===== src/rtl/mmio_pkg.sv =====
// mmio_pkg
// Shared MMIO definitions for the peripheral bridges: window base addresses,
// CPU access-size encodings and the byte-beat record queued toward the
// LED driver.
package mmio_pkg;

    localparam logic [31:0] LED_BASE    = 32'hFFFF_FC60;
    localparam logic [31:0] SWITCH_BASE = 32'hFFFF_FC70;
    localparam logic [31:0] SEG_BASE    = 32'hFFFF_FC00;

    localparam logic [1:0] SZ_BYTE = 2'b00;
    localparam logic [1:0] SZ_HALF = 2'b01;
    localparam logic [1:0] SZ_WORD = 2'b10;

    typedef struct packed {
        logic [1:0] addr;
        logic [7:0] data;
    } beat_t;

endpackage


===== src/rtl/beat_fifo.sv =====
// beat_fifo
// Synchronous FIFO of LED beats with a dual push port (0, 1 or 2 beats per
// edge, pushed in order push0 then push1) and a single pop.
// Ports:
//   clk, rst      system clock, synchronous active-high reset
//   push_n        number of beats pushed this edge (0..2)
//   push0, push1  beats to push
//   pop           remove the head beat this edge (ignored when empty)
//   count         current occupancy, 0..DEPTH
//   head          beat at the read pointer (valid when count != 0)
module beat_fifo
    import mmio_pkg::*;
#(
    parameter int DEPTH = 4
) (
    input  logic                     clk,
    input  logic                     rst,
    input  logic [1:0]               push_n,
    input  beat_t                    push0,
    input  beat_t                    push1,
    input  logic                     pop,
    output logic [$clog2(DEPTH):0]   count,
    output beat_t                    head
);

    localparam int AW = $clog2(DEPTH);
    localparam int CW = AW + 1;

    beat_t          mem_q [DEPTH];
    logic [AW-1:0]  wr_q, wr_d, wr_p1;
    logic [AW-1:0]  rd_q, rd_d;
    logic [CW-1:0]  cnt_q, cnt_d;
    logic           do_pop;

    // Pointers are exactly AW bits wide, so the adds wrap modulo DEPTH.
    always_comb begin
        do_pop = pop && (cnt_q != '0);
        wr_p1  = wr_q + 1'b1;
        wr_d   = wr_q + AW'(push_n);
        rd_d   = rd_q + AW'(do_pop);
        cnt_d  = cnt_q + CW'(push_n) - CW'(do_pop);
    end

    always_ff @(posedge clk) begin
        if (rst) begin
            wr_q  <= '0;
            rd_q  <= '0;
            cnt_q <= '0;
        end else begin
            wr_q  <= wr_d;
            rd_q  <= rd_d;
            cnt_q <= cnt_d;
        end
    end

    // Storage needs no reset: the cleared count makes old contents invisible.
    always_ff @(posedge clk) begin
        if (push_n != 2'd0) mem_q[wr_q]  <= push0;
        if (push_n == 2'd2) mem_q[wr_p1] <= push1;
    end

    assign count = cnt_q;
    assign head  = mem_q[rd_q];

endmodule


===== src/rtl/led_store_bridge.sv =====
// led_store_bridge
// Decodes CPU stores to the LED window, splits them into byte beats, queues
// them in a posted-write FIFO and drains one beat per cycle to the LED driver.
// Ports:
//   clk, rst                    system clock, synchronous active-high reset
//   cpu_addr/wdata/write/size   CPU store request (held until accepted)
//   cpu_stall                   combinational: request not accepted this cycle
//   ledcs/ledwrite              registered strobe, high one cycle per beat
//   ledaddr/ledinputdata        registered byte select and byte
//   pending                     FIFO occupancy
//   access_err                  sticky flag for illegal stores into the window
module led_store_bridge
    import mmio_pkg::*;
#(
    parameter int          DEPTH    = 4,
    parameter logic [31:0] LED_BASE = mmio_pkg::LED_BASE
) (
    input  logic                    clk,
    input  logic                    rst,
    input  logic [31:0]             cpu_addr,
    input  logic [31:0]             cpu_wdata,
    input  logic                    cpu_write,
    input  logic [1:0]              cpu_size,
    output logic                    cpu_stall,
    output logic                    ledcs,
    output logic                    ledwrite,
    output logic [1:0]              ledaddr,
    output logic [7:0]              ledinputdata,
    output logic [$clog2(DEPTH):0]  pending,
    output logic                    access_err
);

    localparam int CW = $clog2(DEPTH) + 1;

    logic           hit, legal;
    logic [1:0]     n_beats, push_n;
    beat_t          b0, b1, head;
    logic [CW-1:0]  count, free;
    logic           pop;
    logic           err_d, err_q;
    logic           cs_d, cs_q;
    logic [1:0]     addr_d, addr_q;
    logic [7:0]     data_d, data_q;
    logic           unused_wdata;

    assign unused_wdata = ^cpu_wdata[31:16];

    always_comb begin
        hit     = cpu_write && (cpu_addr[31:2] == LED_BASE[31:2]);
        legal   = 1'b0;
        n_beats = 2'd0;
        b0      = '{addr: 2'b00, data: cpu_wdata[7:0]};
        b1      = '{addr: 2'b10, data: cpu_wdata[15:8]};
        case ({cpu_size, cpu_addr[1:0]})
            {SZ_BYTE, 2'b00}: begin legal = 1'b1; n_beats = 2'd1; end
            {SZ_BYTE, 2'b10}: begin legal = 1'b1; n_beats = 2'd1; b0.addr = 2'b10; end
            {SZ_HALF, 2'b00},
            {SZ_WORD, 2'b00}: begin legal = 1'b1; n_beats = 2'd2; end
            {SZ_HALF, 2'b10}: begin legal = 1'b1; n_beats = 2'd1; b0.addr = 2'b10; end
            default:          ;
        endcase
    end

    // Room is judged on occupancy before this edge's pop, so cpu_stall never
    // depends on the drain path.
    always_comb begin
        free      = CW'(DEPTH) - count;
        cpu_stall = hit && legal && (free < CW'(n_beats));
        push_n    = (hit && legal && !cpu_stall && !rst) ? n_beats : 2'd0;
        err_d     = err_q | (hit && !legal);
        pop       = (count != '0);
        cs_d      = pop;
        addr_d    = pop ? head.addr : addr_q;
        data_d    = pop ? head.data : data_q;
    end

    beat_fifo #(.DEPTH(DEPTH)) u_fifo (
        .clk    (clk),
        .rst    (rst),
        .push_n (push_n),
        .push0  (b0),
        .push1  (b1),
        .pop    (pop),
        .count  (count),
        .head   (head)
    );

    always_ff @(posedge clk) begin
        if (rst) begin
            cs_q   <= 1'b0;
            addr_q <= 2'b00;
            data_q <= 8'h00;
            err_q  <= 1'b0;
        end else begin
            cs_q   <= cs_d;
            addr_q <= addr_d;
            data_q <= data_d;
            err_q  <= err_d;
        end
    end

    assign ledcs        = cs_q;
    assign ledwrite     = cs_q;
    assign ledaddr      = addr_q;
    assign ledinputdata = data_q;
    assign pending      = count;
    assign access_err   = err_q;

endmodule


===== config.mk =====
export PLATFORM = sky130hd
export DESIGN_NAME = led_store_bridge
export DESIGN_NICKNAME = d
export VERILOG_FILES = /design/src/rtl/mmio_pkg.sv /design/src/rtl/beat_fifo.sv /design/src/rtl/led_store_bridge.sv
export SDC_FILE = /design/constraint.sdc
export NUM_CORES = 1
export LEC_CHECK = 0
export CORE_ASPECT_RATIO = 0.9
export CORE_MARGIN = 8
export CORE_UTILIZATION = 47
export DETAILED_ROUTE_END_ITERATION = 10
export GPL_TIMING_DRIVEN = 1
export PLACE_DENSITY_LB_ADDON = 0.05
export SYNTH_ARGS = -nofsm -noshare
export SYNTH_HDL_FRONTEND = slang
export SYNTH_SLANG_ARGS = --single-unit
export TNS_END_PERCENT = 10

===== constraint.sdc =====
create_clock -name clk -period 6.45 [get_ports clk]
set_clock_uncertainty 0.2 [all_clocks]
set_input_delay 1.935 -clock clk [delete_from_list [all_inputs] [get_ports clk]]
set_output_delay 1.935 -clock clk [all_outputs]
set_load 0.02 [all_outputs]

==> summary.txt <==
outcome: finished, final reports clean
min Tclk post-route: 6.15 ns
Post-synth EDFFs: 32
DP Wirelength: 5060 um
initial antenna violation count: 0
Max-slew headroom: 54.7%
Overflow after GRT: 0
clock buffer count from CTS: 5
final slew viol count: 0
fin worst setup slack: 0.300 ns
Hold WS: 0.266 ns
reg2reg setup slack: 2.95 ns
Starting Density: 48.6%
worst-skew pair later-pin latency: 0.30 ns
Die X: 96.7 um
Placed Instances: 362
Area growth syn-to-layout: 31.9%
LEAKAGE: 1.38 nW
CTS tree: done
Setup WS pre-CTS: -0.0373 ns
Reg clk slew, reported paths: 0.09 ns
Max Cap Viol: 0
endpoint class of the critical path: output pin
Post-CTS Setup Bufs: 0
clock sinks: 54
synth top area cells: edfxtp_1 (35%), dfxtp_1 (16%), a22o_1 (10%), mux4_2 (7.4%), ha_1 (3.6%)
Ports: 86
top post-synthesis cells by count: a22o_1 (32), edfxtp_1 (32), dfxtp_1 (22), nand2_1 (20)
final setup fails: 0
Tcrit/Tclk final: 95.4%
WL/cell: 18.0 um
antenna-violating nets left: 0
setup TNS: 0 ns
Avg Inst Size Synth: 12.3 um^2
Final Non-Filler Cells: 370
Critical Path Max Stage Delay: 0.44 ns
first-pass GRT wire length: 10700 um
DRT Pass-1 Iters: 4
post-route cell area: 0.00363 mm^2
synthesized area: 0.00275 mm^2
final core occ: 64.1%
largest driver fanout on the critical path: 2
share of the synthesized area in the top cell type: 34.9%
Setup crit end: cpu_stall
Clock Path Buffers: 2
share of cells above drive strength 1: 14.7%
# port buffers: 68
Setup CP Type: primary input to output pin
cts repair resizes: 1
Yosys reg bits: 54
Crit. Startpoint: cpu_size[1]
Top Family by Delay on Critical Path: buffers and inverters
vias in the first global route: 2151
WP data arrival: 4.02 ns
via density per instance: 5.67
DP Area: 0.00355 mm^2
Root Buffer Master: clkbuf_8
Cell Chain, Critical Path: clkdlybuf4s50_1 > xnor2_1 > or3_1 > ha_1 > nor3b_1 > a31oi_1 > nor4_1 > dlygate4sd2_1
reg-to-reg endpoint: u_fifo.count[2]
Diodes inserted: 0
# DRC: 0
Slowest-stage cell, CP: clkdlybuf4s50_1
num rows: 26
Final Wtd Congestion: 0.761
Yosys cell types: 46
Seq/Total Area, Yosys: 50.9%
largest net degree at the start of global routing: 24
1st-iter DRT viols: 108
Async S/R FF share, synth: 0%
FMAX: 163 MHz
synth warn: 0
# hold bufs at CTS: 0
unrepaired setup endpoints after global routing: no
htree depth: 2
Buf+Inv Stages, Crit Path: 2
worst vdd ir: 193 uV
Reg-to-Reg Start: u_fifo.count[0]
Critical Path Stages: 8
core area: 0.00566 mm^2
Vias: 2098
Tightest Hold Check Type: flop to flop
Final Total Pwr: 0.847 mW
Die Span Y: 88.6 um
dominant cell type by area after synthesis: edfxtp_1
Worst-Margin Slew: 0.679 ns
FF-to-FF path depth: 12
final hold violation count: 0
cells after synthesis: 224
syn nets: 302
WL final: 6650 um
die area: 0.00856 mm^2
Setup crit start kind: primary input
Total Routing Usage GR: 15.7%
Main synth FF type: edfxtp_1
nets: 377
CP required: 4.32 ns
# fillers: 485
power per standard cell area: 233 mW/mm^2
## state kept, by name, summed over array words and instances, names as in the netlist
| register | count |
|---|---|
| u_fifo.count | 3 |
| u_fifo.rd_q | 2 |
| u_fifo.wr_q | 2 |
| access_err | 1 |
| u_fifo.mem_q | 36 |
| ledaddr | 1 |
| ledcs | 1 |
| ledinputdata | 8 |
## layout by cell type (no fill, tap or decap), types with 2 or more instances in the layout
cell type and instances:
buf_4 11, and3_1 2, clkdlybuf4s50_1 67, clkbuf_8 5
nand4_1 4, nor3_4 3, nor2_2 3, nor3b_1 2
ha_1 8, dfxtp_1 22, or2_2 4, mux4_2 9
nor2_1 10, o21bai_1 3, xnor2_1 4, edfxtp_1 32
or4_1 5, a22o_1 32, a31oi_1 2, mux2_2 2
nor2b_1 3, nand2_1 20, or3_1 4, nand2b_1 4
inv_1 6, a21oi_1 10
## tightest hold or removal path, stage by stage, from the launching register on
cell     delay (ns)
dfxtp_1        0.32
nand2_1        0.06
a21oi_1        0.05
## layout make-up
class / count / area [um^2] / area share, %
Tap cell: 70 / 87.6 / 2.41
Sequential cell: 54 / 1400 / 38.6
Clock inverter: 2 / 13.8 / 0.379
Clock buffer: 6 / 72.6 / 2.00
Multi-Input combinational cell: 152 / 1270 / 34.9
Timing Repair Buffer: 79 / 762 / 21.0
Inverter: 7 / 26.3 / 0.724
## report_power, final
| group | switching, mW | leakage [nW] | total (mW) | internal, mW |
|---|---|---|---|---|
| registers | 0.0353 | 0.551 | 0.414 | 0.378 |
| logic | 0.113 | 0.779 | 0.250 | 0.136 |
| clock network | 0.106 | 0.0452 | 0.183 | 0.0769 |
| total | 0.255 | 1.38 | 0.847 | 0.592 |
## routing by layer
layer  wire length [um]  vias up  GRT usage (%)
li1                   -     1015              -
met1               2720      986           18.8
met2               3250       87           27.3
met3                612       10           4.76
met4                 72        0           3.49
met5                  0        -              0
## worst min-delay path by stage
stage | startpoint | endpoint | slack [ns] | cells after the start
after floorplan | ledaddr[1] | ledaddr[1] | 0.33 | 2
after global placement | ledaddr[1] | ledaddr[1] | 0.24 | 2
after detailed placement | ledinputdata[3] | ledinputdata[3] | 0.25 | 2
after CTS | ledinputdata[3] | ledinputdata[3] | 0.27 | 2
after global routing | ledinputdata[5] | ledinputdata[5] | 0.30 | 2
final | ledinputdata[3] | ledinputdata[3] | 0.27 | 2
## cells by family (layout without fill, tap and decap cells)
kind of cell | count (synthesis) | count (layout) | share of synthesized area [%]
other | 1 | 1 | 0.136
AND/OR/NAND/NOR | 74 | 74 | 16.8
buffers and inverters | 18 | 94 | 3.05
multiplexers | 13 | 13 | 9.09
adder cells (fa/ha/maj) | 9 | 9 | 4.36
AO/OA/AOI/OAI | 50 | 50 | 14.0
XOR/XNOR | 5 | 5 | 1.59
flip-flops | 54 | 54 | 50.9
Note: power is estimated with default switching activity, not from simulation.
